## src/rtl/continuous_monitoring_system_pkg.sv

```systemverilog
// -----------------------------------------------------------------------------
// continuous_monitoring_system_pkg
// Shared types and constants for the continuous monitoring system control path.
//   CTRL_ADDR_WIDTH / CTRL_DATA_WIDTH : control port bus widths
//   ctrl_addr_t / ctrl_data_t          : control port address / data types
//   ctrl_cmd_t                         : one queued write command {addr, data}
//   WFI_REACHED                        : highest legal control register address
//   cms_ctrl_writer_state_t            : state encoding of cms_ctrl_writer
// -----------------------------------------------------------------------------
package continuous_monitoring_system_pkg;

   localparam int CTRL_ADDR_WIDTH = 4;
   localparam int CTRL_DATA_WIDTH = 64;
   localparam int CTRL_CMD_WIDTH  = CTRL_ADDR_WIDTH + CTRL_DATA_WIDTH;

   typedef logic [CTRL_ADDR_WIDTH-1:0] ctrl_addr_t;
   typedef logic [CTRL_DATA_WIDTH-1:0] ctrl_data_t;

   // last register of the map; anything above it does not exist
   localparam ctrl_addr_t WFI_REACHED = 4'd8;

   typedef struct packed {
      ctrl_addr_t addr;
      ctrl_data_t data;
   } ctrl_cmd_t;

   typedef enum logic [1:0] {
      CW_IDLE  = 2'd0,
      CW_WRITE = 2'd1,
      CW_GAP   = 2'd2
   } cms_ctrl_writer_state_t;

   function automatic logic ctrl_addr_legal(input ctrl_addr_t addr);
      return addr <= WFI_REACHED;
   endfunction

endpackage

```

## src/rtl/cms_ctrl_writer_if.sv

```systemverilog
// -----------------------------------------------------------------------------
// cms_ctrl_writer_if
// Host command channel plus monitoring-system control port of cms_ctrl_writer.
//   master : host / environment side (drives commands, observes control port)
//   slave  : cms_ctrl_writer side
// Signals: cmd_valid, cmd_ready, cmd_addr, cmd_data,
//          ctrl_addr, ctrl_data, ctrl_write_enable, busy, addr_error
// -----------------------------------------------------------------------------
interface cms_ctrl_writer_if;
   import continuous_monitoring_system_pkg::*;

   logic       cmd_valid;
   logic       cmd_ready;
   ctrl_addr_t cmd_addr;
   ctrl_data_t cmd_data;
   ctrl_addr_t ctrl_addr;
   ctrl_data_t ctrl_data;
   logic       ctrl_write_enable;
   logic       busy;
   logic       addr_error;

   modport master (
      output cmd_valid, cmd_addr, cmd_data,
      input  cmd_ready, ctrl_addr, ctrl_data, ctrl_write_enable, busy, addr_error
   );

   modport slave (
      input  cmd_valid, cmd_addr, cmd_data,
      output cmd_ready, ctrl_addr, ctrl_data, ctrl_write_enable, busy, addr_error
   );

endinterface

```

## src/rtl/cms_ctrl_fifo.sv

```systemverilog
// -----------------------------------------------------------------------------
// cms_ctrl_fifo
// Synchronous command FIFO, first-word-fall-through read (pop_data shows head).
// Pointers carry one extra wrap bit so full and empty are distinguishable.
//   CLK, RST_N      : clock, synchronous active-low reset (empties the FIFO)
//   push, push_data : write request (ignored while full, no bypass)
//   pop, pop_data   : read request (ignored while empty), head entry
//   full, empty     : status
//   count           : current occupancy 0..DEPTH
// Parameters: WIDTH entry width, DEPTH power of two 2..16.
// -----------------------------------------------------------------------------
module cms_ctrl_fifo #(
   parameter int WIDTH = 68,
   parameter int DEPTH = 4
) (
   input  logic                     CLK,
   input  logic                     RST_N,
   input  logic                     push,
   input  logic [WIDTH-1:0]         push_data,
   input  logic                     pop,
   output logic [WIDTH-1:0]         pop_data,
   output logic                     full,
   output logic                     empty,
   output logic [$clog2(DEPTH):0]   count
);

   localparam int               PTR_W   = $clog2(DEPTH);
   localparam logic [PTR_W:0]   PTR_ONE = 1;

   logic [WIDTH-1:0] mem [DEPTH];
   logic [PTR_W:0]   wr_ptr;
   logic [PTR_W:0]   rd_ptr;
   logic             do_push;
   logic             do_pop;

   assign empty   = (wr_ptr == rd_ptr);
   assign full    = (wr_ptr[PTR_W] != rd_ptr[PTR_W]) &&
                    (wr_ptr[PTR_W-1:0] == rd_ptr[PTR_W-1:0]);
   assign count   = wr_ptr - rd_ptr;
   assign do_push = push && !full;
   assign do_pop  = pop && !empty;

   always_ff @(posedge CLK) begin
      if (!RST_N) begin
         wr_ptr <= '0;
         rd_ptr <= '0;
      end else begin
         if (do_push) wr_ptr <= wr_ptr + PTR_ONE;
         if (do_pop)  rd_ptr <= rd_ptr + PTR_ONE;
      end
   end

   // storage needs no reset: contents are only visible through valid pointers
   always_ff @(posedge CLK) begin
      if (do_push) mem[wr_ptr[PTR_W-1:0]] <= push_data;
   end

   assign pop_data = mem[rd_ptr[PTR_W-1:0]];

endmodule

```

## src/rtl/cms_ctrl_writer.sv

```systemverilog
// -----------------------------------------------------------------------------
// cms_ctrl_writer
// Queues host write commands and replays them onto the monitoring-system
// control port as one-cycle strobes separated by WRITE_GAP_CYCLES idle cycles.
//   CLK   : clock, rising edge
//   RST_N : synchronous active-low reset (flushes queue, FSM to IDLE)
//   bus   : cms_ctrl_writer_if.slave
//           cmd_valid/cmd_ready/cmd_addr/cmd_data  host command channel
//           ctrl_addr/ctrl_data/ctrl_write_enable  control port (registered)
//           busy                                   queue non-empty or FSM active
//           addr_error                             sticky illegal-address flag
// Parameters: FIFO_DEPTH (power of two, 2..16), WRITE_GAP_CYCLES (0..15).
// Build option: CMS_CTRL_ADDR_CHECK_EN drops commands addressed above
// WFI_REACHED and raises addr_error; without it addr_error is tied low.
//
// state    | meaning
// ---------+---------------------------------------------------------------
// CW_IDLE  | queue empty, waiting for a command
// CW_WRITE | pop head into ctrl_addr/ctrl_data, strobe asserted next cycle
// CW_GAP   | enforced idle gap, down-counter running to terminal count 0
// -----------------------------------------------------------------------------
module cms_ctrl_writer
   import continuous_monitoring_system_pkg::*;
#(
   parameter int FIFO_DEPTH       = 4,
   parameter int WRITE_GAP_CYCLES = 1
) (
   input logic              CLK,
   input logic              RST_N,
   cms_ctrl_writer_if.slave bus
);

   localparam int             CNT_W    = $clog2(FIFO_DEPTH) + 1;
   localparam logic [CNT_W-1:0] CNT_ONE = 1;
   localparam bit             HAS_GAP  = (WRITE_GAP_CYCLES > 0);
   localparam logic [3:0]     GAP_LOAD = (WRITE_GAP_CYCLES > 0) ?
                                         4'(WRITE_GAP_CYCLES - 1) : 4'd0;

   cms_ctrl_writer_state_t state;
   cms_ctrl_writer_state_t state_nxt;

   logic             fifo_full;
   logic             fifo_empty;
   logic [CNT_W-1:0] fifo_count;
   ctrl_cmd_t        push_cmd;
   ctrl_cmd_t        head_cmd;
   logic             accept;
   logic             push_en;
   logic             pop_en;
   logic             gap_load;
   logic             more_queued;
   logic [3:0]       gap_cnt;

   ctrl_addr_t       ctrl_addr_q;
   ctrl_data_t       ctrl_data_q;
   logic             ctrl_we_q;

   // ready depends on fullness only; a pop in the same cycle does not help
   assign bus.cmd_ready = !fifo_full;
   assign accept        = bus.cmd_valid && !fifo_full;
   assign push_cmd      = {bus.cmd_addr, bus.cmd_data};

`ifdef CMS_CTRL_ADDR_CHECK_EN
   logic addr_bad;
   logic addr_error_q;

   assign addr_bad = !ctrl_addr_legal(bus.cmd_addr);
   assign push_en  = accept && !addr_bad;

   always_ff @(posedge CLK) begin
      if (!RST_N) begin
         addr_error_q <= 1'b0;
      end else if (accept && addr_bad) begin
         addr_error_q <= 1'b1;
      end
   end

   assign bus.addr_error = addr_error_q;
`else
   assign push_en        = accept;
   assign bus.addr_error = 1'b0;
`endif

   cms_ctrl_fifo #(
      .WIDTH (CTRL_CMD_WIDTH),
      .DEPTH (FIFO_DEPTH)
   ) u_fifo (
      .CLK       (CLK),
      .RST_N     (RST_N),
      .push      (push_en),
      .push_data (push_cmd),
      .pop       (pop_en),
      .pop_data  (head_cmd),
      .full      (fifo_full),
      .empty     (fifo_empty),
      .count     (fifo_count)
   );

   // queue still holds something after the pop happening this cycle
   assign more_queued = (fifo_count > CNT_ONE) || push_en;

   always_ff @(posedge CLK) begin
      if (!RST_N) begin
         state <= CW_IDLE;
      end else begin
         state <= state_nxt;
      end
   end

   always_comb begin
      state_nxt = state;
      case (state)
         CW_IDLE: begin
            if (!fifo_empty) state_nxt = CW_WRITE;
         end
         CW_WRITE: begin
            if (HAS_GAP)          state_nxt = CW_GAP;
            else if (more_queued) state_nxt = CW_WRITE;
            else                  state_nxt = CW_IDLE;
         end
         CW_GAP: begin
            if (gap_cnt == 4'd0) state_nxt = fifo_empty ? CW_IDLE : CW_WRITE;
         end
         default: state_nxt = CW_IDLE;
      endcase
   end

   always_comb begin
      pop_en   = 1'b0;
      gap_load = 1'b0;
      case (state)
         CW_WRITE: begin
            pop_en   = !fifo_empty;
            gap_load = HAS_GAP;
         end
         default: ;
      endcase
   end

   always_ff @(posedge CLK) begin
      if (!RST_N) begin
         gap_cnt <= 4'd0;
      end else if (gap_load) begin
         gap_cnt <= GAP_LOAD;
      end else if ((state == CW_GAP) && (gap_cnt != 4'd0)) begin
         gap_cnt <= gap_cnt - 4'd1;
      end
   end

   // strobe is registered together with the popped entry so address and data
   // are stable for the whole strobe cycle and hold afterwards
   always_ff @(posedge CLK) begin
      if (!RST_N) begin
         ctrl_addr_q <= '0;
         ctrl_data_q <= '0;
         ctrl_we_q   <= 1'b0;
      end else begin
         ctrl_we_q <= pop_en;
         if (pop_en) begin
            ctrl_addr_q <= head_cmd.addr;
            ctrl_data_q <= head_cmd.data;
         end
      end
   end

   assign bus.ctrl_addr         = ctrl_addr_q;
   assign bus.ctrl_data         = ctrl_data_q;
   assign bus.ctrl_write_enable = ctrl_we_q;
   assign bus.busy              = !fifo_empty || (state != CW_IDLE);

endmodule

```

## src/flat_wrapper.sv

```systemverilog
// flat-port wrapper written by rule: the top's interface ports become plain ports
module cms_ctrl_writer_flat import continuous_monitoring_system_pkg::*;
#(
   parameter int FIFO_DEPTH       = 4,
   parameter int WRITE_GAP_CYCLES = 1
)
  (CLK, RST_N, bus_cmd_valid, bus_cmd_addr, bus_cmd_data, bus_cmd_ready, bus_ctrl_addr, bus_ctrl_data, bus_ctrl_write_enable, bus_busy, bus_addr_error);
  cms_ctrl_writer_if bus_i ();
  input logic CLK;
  input logic RST_N;
  input wire logic [$bits(bus_i.cmd_valid)-1:0] bus_cmd_valid;
  input wire logic [$bits(bus_i.cmd_addr)-1:0] bus_cmd_addr;
  input wire logic [$bits(bus_i.cmd_data)-1:0] bus_cmd_data;
  output wire logic [$bits(bus_i.cmd_ready)-1:0] bus_cmd_ready;
  output wire logic [$bits(bus_i.ctrl_addr)-1:0] bus_ctrl_addr;
  output wire logic [$bits(bus_i.ctrl_data)-1:0] bus_ctrl_data;
  output wire logic [$bits(bus_i.ctrl_write_enable)-1:0] bus_ctrl_write_enable;
  output wire logic [$bits(bus_i.busy)-1:0] bus_busy;
  output wire logic [$bits(bus_i.addr_error)-1:0] bus_addr_error;
  assign bus_i.cmd_valid = bus_cmd_valid;
  assign bus_i.cmd_addr = bus_cmd_addr;
  assign bus_i.cmd_data = bus_cmd_data;
  assign bus_cmd_ready = bus_i.cmd_ready;
  assign bus_ctrl_addr = bus_i.ctrl_addr;
  assign bus_ctrl_data = bus_i.ctrl_data;
  assign bus_ctrl_write_enable = bus_i.ctrl_write_enable;
  assign bus_busy = bus_i.busy;
  assign bus_addr_error = bus_i.addr_error;
  cms_ctrl_writer #(.FIFO_DEPTH(FIFO_DEPTH), .WRITE_GAP_CYCLES(WRITE_GAP_CYCLES)) u_core (.CLK(CLK), .RST_N(RST_N), .bus(bus_i));
endmodule
```

## config.mk

```make
export PLATFORM = sky130hd
export DESIGN_NAME = cms_ctrl_writer_flat
export DESIGN_NICKNAME = d
export VERILOG_FILES = /design/src/rtl/continuous_monitoring_system_pkg.sv /design/src/rtl/cms_ctrl_writer_if.sv /design/src/rtl/cms_ctrl_fifo.sv /design/src/rtl/cms_ctrl_writer.sv /design/src/flat_wrapper.sv
export SDC_FILE = /design/constraint.sdc
export NUM_CORES = 1
export LEC_CHECK = 0
export CORE_ASPECT_RATIO = 0.5
export CORE_MARGIN = 2
export CORE_UTILIZATION = 30
export DETAILED_ROUTE_END_ITERATION = 6
export GPL_TIMING_DRIVEN = 0
export SLEW_MARGIN = 20
export SYNTH_ARGS = -nofsm -noshare
export SYNTH_HDL_FRONTEND = slang
export SYNTH_SLANG_ARGS = --single-unit
```

## constraint.sdc

```tcl
create_clock -name CLK -period 2.88 [get_ports CLK]
set_input_delay 0.576 -clock CLK [delete_from_list [all_inputs] [get_ports CLK]]
set_output_delay 0.576 -clock CLK [all_outputs]
set_load 0.005 [all_outputs]
```

==> results of run 1 <==
## cell type report
type	count	area share
clock inverters	12	0.004629
clock buffers	51	0.06257
well taps	588	0.04390
multi-input cells	337	0.1930
plain buffers	41	0.01971
diodes	1	0.0001493
inverters	7	0.001568
repair buffers	145	0.09027
flip-flops and latches	353	0.5842
## synth_stat cells (2+ instances only)
cell type    n  share of area
edfxtp_1   272           0.61
nand2_1    146          0.041
dfxtp_1     81           0.12
mux2i_1     72          0.054
mux4_2      68           0.11
clkbuf_1    17         0.0048
buf_4       10         0.0056
buf_12       7          0.010
inv_1        7         0.0020
ha_1         6         0.0056
a21oi_1      5         0.0019
buf_2        5         0.0019
and2_1       4         0.0019
or3_1        4         0.0019
nand2b_1     3         0.0014
o21ai_0      3         0.0011
xor2_2       3         0.0037
a211oi_1     2         0.0011
buf_6        2         0.0017
nor2_1       2        0.00056
nor2b_1      2        0.00094
nor4_1       2        0.00094
or4_1        2         0.0011
## state kept, by name (all words and copies together), names as in the netlist
signal,cells
u_core.u_fifo.mem,272
u_core.bus.ctrl_addr,4
u_core.gap_cnt,4
u_core.u_fifo.wr_ptr,3
u_core.bus.ctrl_data,64
u_core.u_fifo.rd_ptr,3
u_core.state,2
u_core.bus.ctrl_write_enable,1
## repair_timing
item | in CTS | in global routing
gates resized for setup | 4 | 0
setup endpoints to repair | 1 | 0
hold buffers | 0 | 0
endpoints found under the hold margin | 0 | 0
## cells by family after synthesis
logic type               synth area share
other                           0.0002809
AND/OR/NAND/NOR                   0.05305
buffers and inverters             0.02643
adder cells (fa/ha/maj)          0.005623
XOR/XNOR                         0.004312
AO/OA/AOI/OAI                    0.008341
flip-flops                         0.7333
multiplexers                       0.1687
## per-layer routing
layer | track usage | part of all wire
met1 | 0.1334 | 0.38
met2 | 0.2362 | 0.57
met3 | 0.01805 | 0.031
met4 | 0.03442 | 0.018
met5 | 0 | 0
## per-stage QoR
step,util,worst slack [ps],total power [uW],setup TNS (ps),hold WS [ps]
final,0.3833,115.9,11310,0,457.3
after global routing,0.3833,49.62,11720,0,476.7
after CTS,0.3833,92.61,11450,0,461.9
after detailed placement,0.3571,73.98,6993,0,453.4
after global placement,0.3546,-657.4,6952,-173760,448.1
after floorplan,-,561.2,6520,0,454.4
## critical path, cell delays in order, from the launching register on
cell	delay, ps
dfxtp_1	330
buf_6	160
xor2_4	210
or3_4	410
or3_1	310
dlygate4sd2_1	270
## final timing paths
path,startpoint,end,slack [ps],depth (start not counted)
hold / removal,u_core.bus.ctrl_data[48],u_core.bus.ctrl_data[48],460,2
setup reg to reg,u_core.u_fifo.rd_ptr[1],u_core.u_fifo.mem[0][55],400,5
hold reg to reg,u_core.bus.ctrl_data[48],u_core.bus.ctrl_data[48],460,2
setup / recovery,u_core.u_fifo.rd_ptr[0],bus_busy,120,5
## power groups by stage
stage / Sequential (uW) / Clock [uW] / Combinational, uW
after floorplan: 5930 / 0 / 593
after global placement: 5940 / 0 / 1010
after detailed placement: 5940 / 0 / 1050
after CTS: 5830 / 4560 / 1060
after global routing: 5850 / 4750 / 1120
final: 5830 / 4450 / 1030
==> summary.md, run 1 <==
| Metric | Value |
|---|---|
| Status | finished, final reports clean |
| Max-slew headroom | 0.4371 |
| Initial Utilization | 0.3054 |
| Post-synth EDFFs | 272 |
| DP Area | about 16000 um^2 |
| Final Routed Wirelength | 28200 um |
| Overflow after GRT | 0 |
| CTS sink cnt | roughly 350 |
| Clk pwr share | 0.393 |
| Post-CTS Setup Inserts | 0 |
| DRT iter0 DRCs | just over 400 |
| TritonCTS Buffers | 36 |
| Leak Pwr | roughly 0.0059 uW |
| Reg area | between 9000 and 10000 um^2 |
| Largest net degree at the start of global routing | 40 |
| Crit Path Category | reg2out |
| Asr flop ratio synth | 0 |
| Share of layout cells above drive strength 1 | 0.1649 |
| Post-detail-place hpwl | between 15000 and 20000 um |
| Via Count | 6889 |
| Post-Synthesis Cells | 738 |
| Crit path launch type | register |
| Layout fillers | between 3000 and 4000 |
| Sw Pwr | roughly 2400 uW |
| Row count | 54 |
| Fmax | around 360 MHz |
| RSZ-0062 raised after global routing | false |
| Finish-stage setup viols | 0 |
| Commonest non-fill, non-tap cell in the layout | edfxtp_1 |
| Clk buf depth | 3 |
| Worst-path clk slew | approximately 60 ps |
| Wire per inst | between 15 and 20 um |
| Syn. warnings | 0 |
| Switching share of power | 0.2126 |
| Die footprint | around 46000 um^2 |
| Ports | 143 |
| Final period utilization | 0.9598 |
| Fin. max-slew vios | 0 |
| Clk_lat worst skew | 500 ps |
| Unique masters post-synth | 36 |
| Detail Route Antenna Nets | 0 |
| Final clock skew | about 11 ps |
| Die H | between 150 and 200 um |
| Max_cap viols | 0 |
| # port buffers | approximately 140 |
| Core region area | approximately 44000 um^2 |
| Crit. End Element | primary output |
| Hold Violations, Final | 0 |
| Remaining DRCs | 0 |
| GRT Resource Usage Total | 0.1204 |
| Cell Int Power | just under 9000 uW |
| Req. time, crit path | between 2000 and 2500 ps |
| Fin area | 16760 um^2 |
| CTS tree | done |
| Sequential element share of the synthesized area | 0.7333 |
| Clock Root Buffer | clkbuf_16 |
| Drt first pass iters | 4 |
| H-tree Lvls | 2 |
| Power per Cell Area | around 680 nW/um^2 |
| Period minus WS final | 2764 ps |
| Initial antenna violation count | 1 |
| Drt via density | around 4.5 |
| Hold/Removal Path Class | reg2reg |
| Sequential power share | 0.515 |
| Vias in the first global route | about 7200 |
| Slew @ Worst Pin | between 800 and 900 ps |
| Combinational Power Share | 0.091 |
| Critical path peak fanout | 8 |
| Cell Count, Final, Fillers Out | roughly 1500 |
| Mapped cell area | between 10000 and 15000 um^2 |
| Placed cells | ~1500 |
| Leading cell types in the layout, fill and taps excluded | edfxtp_1, nand2_1, clkdlybuf4s50_1 |
| Most common flop cell mapped by yosys | edfxtp_1 |
| Nets@finish | 998 |
| Die X | ~300 um |
| Synthesized net count | 815 |
| Area delta synth->final | 25.52% |
| Yosys reg bits | ~350 |
| RD Place Congestion | about 0.80 |
| Footprint of the multi-input gates | 3234 um^2 |
| Critical Path AT | ~2200 ps |
| Worst vdd ir | 0.0003386 V |
| Syn_area_per_cell | 18.09 um^2 |
| First-pass GRT wire length | ~43000 um |
No activity file was read; power rests on OpenSTA's default activity.
==> inputs of run 2 (changes only) <==
--- a/config.mk
+++ b/config.mk
@@ -5,12 +5,11 @@
 export SDC_FILE = /design/constraint.sdc
 export NUM_CORES = 1
 export LEC_CHECK = 0
-export CORE_ASPECT_RATIO = 0.5
+export CORE_ASPECT_RATIO = 0.7
 export CORE_MARGIN = 2
 export CORE_UTILIZATION = 30
 export DETAILED_ROUTE_END_ITERATION = 6
 export GPL_TIMING_DRIVEN = 0
-export SLEW_MARGIN = 20
 export SYNTH_ARGS = -nofsm -noshare
 export SYNTH_HDL_FRONTEND = slang
 export SYNTH_SLANG_ARGS = --single-unit
==> run 2 against run 1 <==
  * Critical path depth did not move
  * Non-clock buffer count is 1 higher
  * Total power grew 1.1%
  * Critical path type unchanged
==> summary.md, run 2 (synthesis results as in run 1) <==
| Metric | Value |
|---|---|
| Fin. max-slew vios | 0 (unchanged) |
| TritonCTS Buffers | 37 (was 36) |
| # port buffers | 141 (unchanged) |
| Fmax | 369.0 MHz (was 361.8 MHz) |
| Leak Pwr | 0.005889 uW (was 0.005888 uW) |
| RD Place Congestion | 0.6863 (was 0.7959) |
| Crit. End Element | primary output (unchanged) |
| Status | finished, final reports clean (unchanged) |
| Hold Violations, Final | 0 (unchanged) |
| Max reg flops | 272 (unchanged) |
| Die footprint | 46230 um^2 (was 46310 um^2) |
| Drt first pass iters | 4 (unchanged) |
| Detail Route Antenna Nets | 0 (unchanged) |
| Critical Path AT | 2130 ps (was 2190 ps) |
| Slew @ Worst Pin | 845.2 ps (was 844.4 ps) |
| Worst vdd ir | 0.0003352 V (was 0.0003386 V) |
| Crit path launch type | register (unchanged) |
| Area delta synth->final | 25.97% (was 25.52%) |
| Core region area | 43800 um^2 (was 43710 um^2) |
| GRT Resource Usage Total | 0.1249 (was 0.1204) |
| Commonest non-fill, non-tap cell in the layout | edfxtp_1 (unchanged) |
| Die X | 256.1 um (was 302.3 um) |
| Ports | 143 (unchanged) |
| Wire per inst | 18.45 um (was 18.37 um) |
| Period minus WS final | 2710 ps (was 2764 ps) |
| Finish-stage setup viols | 0 (unchanged) |
| H-tree Lvls | 2 (unchanged) |
| RSZ-0062 raised after global routing | false (unchanged) |
| Clk_lat worst skew | 520 ps (was 500 ps) |
| Initial antenna violation count | 4 (was 1) |
| Share of layout cells above drive strength 1 | 0.1714 (was 0.1649) |
| Initial Utilization | 0.3048 (was 0.3054) |
| First-pass GRT wire length | 43730 um (was 42650 um) |
| Final period utilization | 0.9410 (was 0.9598) |
| Row count | 64 (was 54) |
| DRT iter0 DRCs | 399 (was 403) |
| Worst-path clk slew | 60 ps (about the same) |
| Leading cell types in the layout, fill and taps excluded | edfxtp_1, nand2_1, clkdlybuf4s50_1 (unchanged) |
| Final clock skew | 13.61 ps (was 10.90 ps) |
| Total power | 11440 uW (was 11310 uW) |
| Hold/Removal Path Class | reg2reg (unchanged) |
| Overflow after GRT | 0 (unchanged) |
| Die H | 180.5 um (was 153.2 um) |
| Power per Cell Area | 680.1 nW/um^2 (was 675.1 nW/um^2) |
| Largest net degree at the start of global routing | 39 (was 40) |
| Drt via density | 4.425 (was 4.488) |
| Via Count | 6845 (was 6889) |
| Remaining DRCs | 0 (unchanged) |
| Pre-CTS setup slack | -59.68 ps (was 73.98 ps) |
| Worst hold slack | 457.0 ps (was 457.3 ps) |
| CTS tree | done (unchanged) |
| Vias in the first global route | 7218 (was 7228) |
| Critical path peak fanout | 8 (unchanged) |
| Req. time, crit path | 2300 ps (about the same) |
| Post-detail-place hpwl | 17700 um (was 17640 um) |
| Crit Path Category | reg2out (unchanged) |
| Clock Root Buffer | clkbuf_16 (unchanged) |
| CTS sink cnt | 353 (unchanged) |
| Max-slew headroom | 0.4365 (was 0.4371) |
| Nets@finish | 1000 (was 998) |
| Clk buf depth | 3 (unchanged) |
| Max_cap viols | 0 (unchanged) |
| Final Routed Wirelength | 28540 um (was 28200 um) |
| Final worst setup slack | 170.0 ps (was 115.9 ps) |
run 2: worst max-delay path, cell delays in order (launching register included):
cell      delay [ps]
dfxtp_1          340
buf_12           160
xor2_4           210
or3_4            360
or3_4            420
clkbuf_2         130
run 2: metrics by stage:
| step | instances | setup TNS, ps | util | instance area (um^2) |
|---|---|---|---|---|
| after CTS | 1545 | 0 | 0.3839 | 16820 |
| after floorplan | 738 | 0 | - | 13360 |
| after detailed placement | 1477 | -389.5 | 0.3562 | 15600 |
| after global placement | 1473 | -171610 | 0.3541 | 15510 |
| final | 1547 | 0 | 0.3839 | 16820 |
| after global routing | 1545 | 0 | 0.3838 | 16810 |
run 2: cell type report:
| type | instances | area (um^2) |
|---|---|---|
| well taps | 594 | 743.2 |
| clock inverters | 18 | 138.9 |
| clock buffers | 49 | 1023 |
| fillers | 4048 | 26980 |
| flip-flops and latches | 353 | 9789 |
| diodes | 2 | 5.005 |
| multi-input cells | 337 | 3251 |
| inverters | 7 | 26.28 |
| plain buffers | 41 | 339.1 |
| repair buffers | 146 | 1501 |
run 2: repair_timing:
action,4_1_cts,5_1_grt
setup buffers,1,0
gates resized for setup,9,1
endpoints found under the setup margin,1,1
hold buffers,0,0
pin swaps,1,0
run 2: per-layer routing:
layer,global-route usage,wire (um),up-vias,share of wire
li1,-,-,3195,-
met1,0.1614,12760,3459,0.45
met2,0.2116,13850,143,0.49
met3,0.03165,1477,46,0.052
met4,0.02830,430,2,0.015
met5,0,13,-,0.00046
run 2: worst paths after layout:
check                           startpoint                        to  slack [ps]  cells after the start
hold / removal    u_core.bus.ctrl_data[16]  u_core.bus.ctrl_data[16]         460                      2
setup reg to reg   u_core.u_fifo.rd_ptr[0]  u_core.u_fifo.mem[1][60]         440                      5
setup / recovery   u_core.u_fifo.rd_ptr[0]                  bus_busy         170                      5
hold reg to reg   u_core.bus.ctrl_data[16]  u_core.bus.ctrl_data[16]         460                      2
run 2: power breakdown:
group          total, uW  leakage (uW)  internal, uW  switching (uW)
registers           5830       0.00315          5750            76.4
clock network       4550      0.000557          2620            1940
logic               1060       0.00218           547             508
total              11400       0.00589          8920            2520
==> inputs of run 3 (changes only) <==
--- a/config.mk
+++ b/config.mk
@@ -5,6 +5,7 @@
 export SDC_FILE = /design/constraint.sdc
 export NUM_CORES = 1
 export LEC_CHECK = 0
+export ABC_CLOCK_PERIOD_IN_PS = 2880
 export CORE_ASPECT_RATIO = 0.7
 export CORE_MARGIN = 2
 export CORE_UTILIZATION = 30
==> results of run 3 <==
The final DEF is identical to that of run 2; final timing and power are the same.
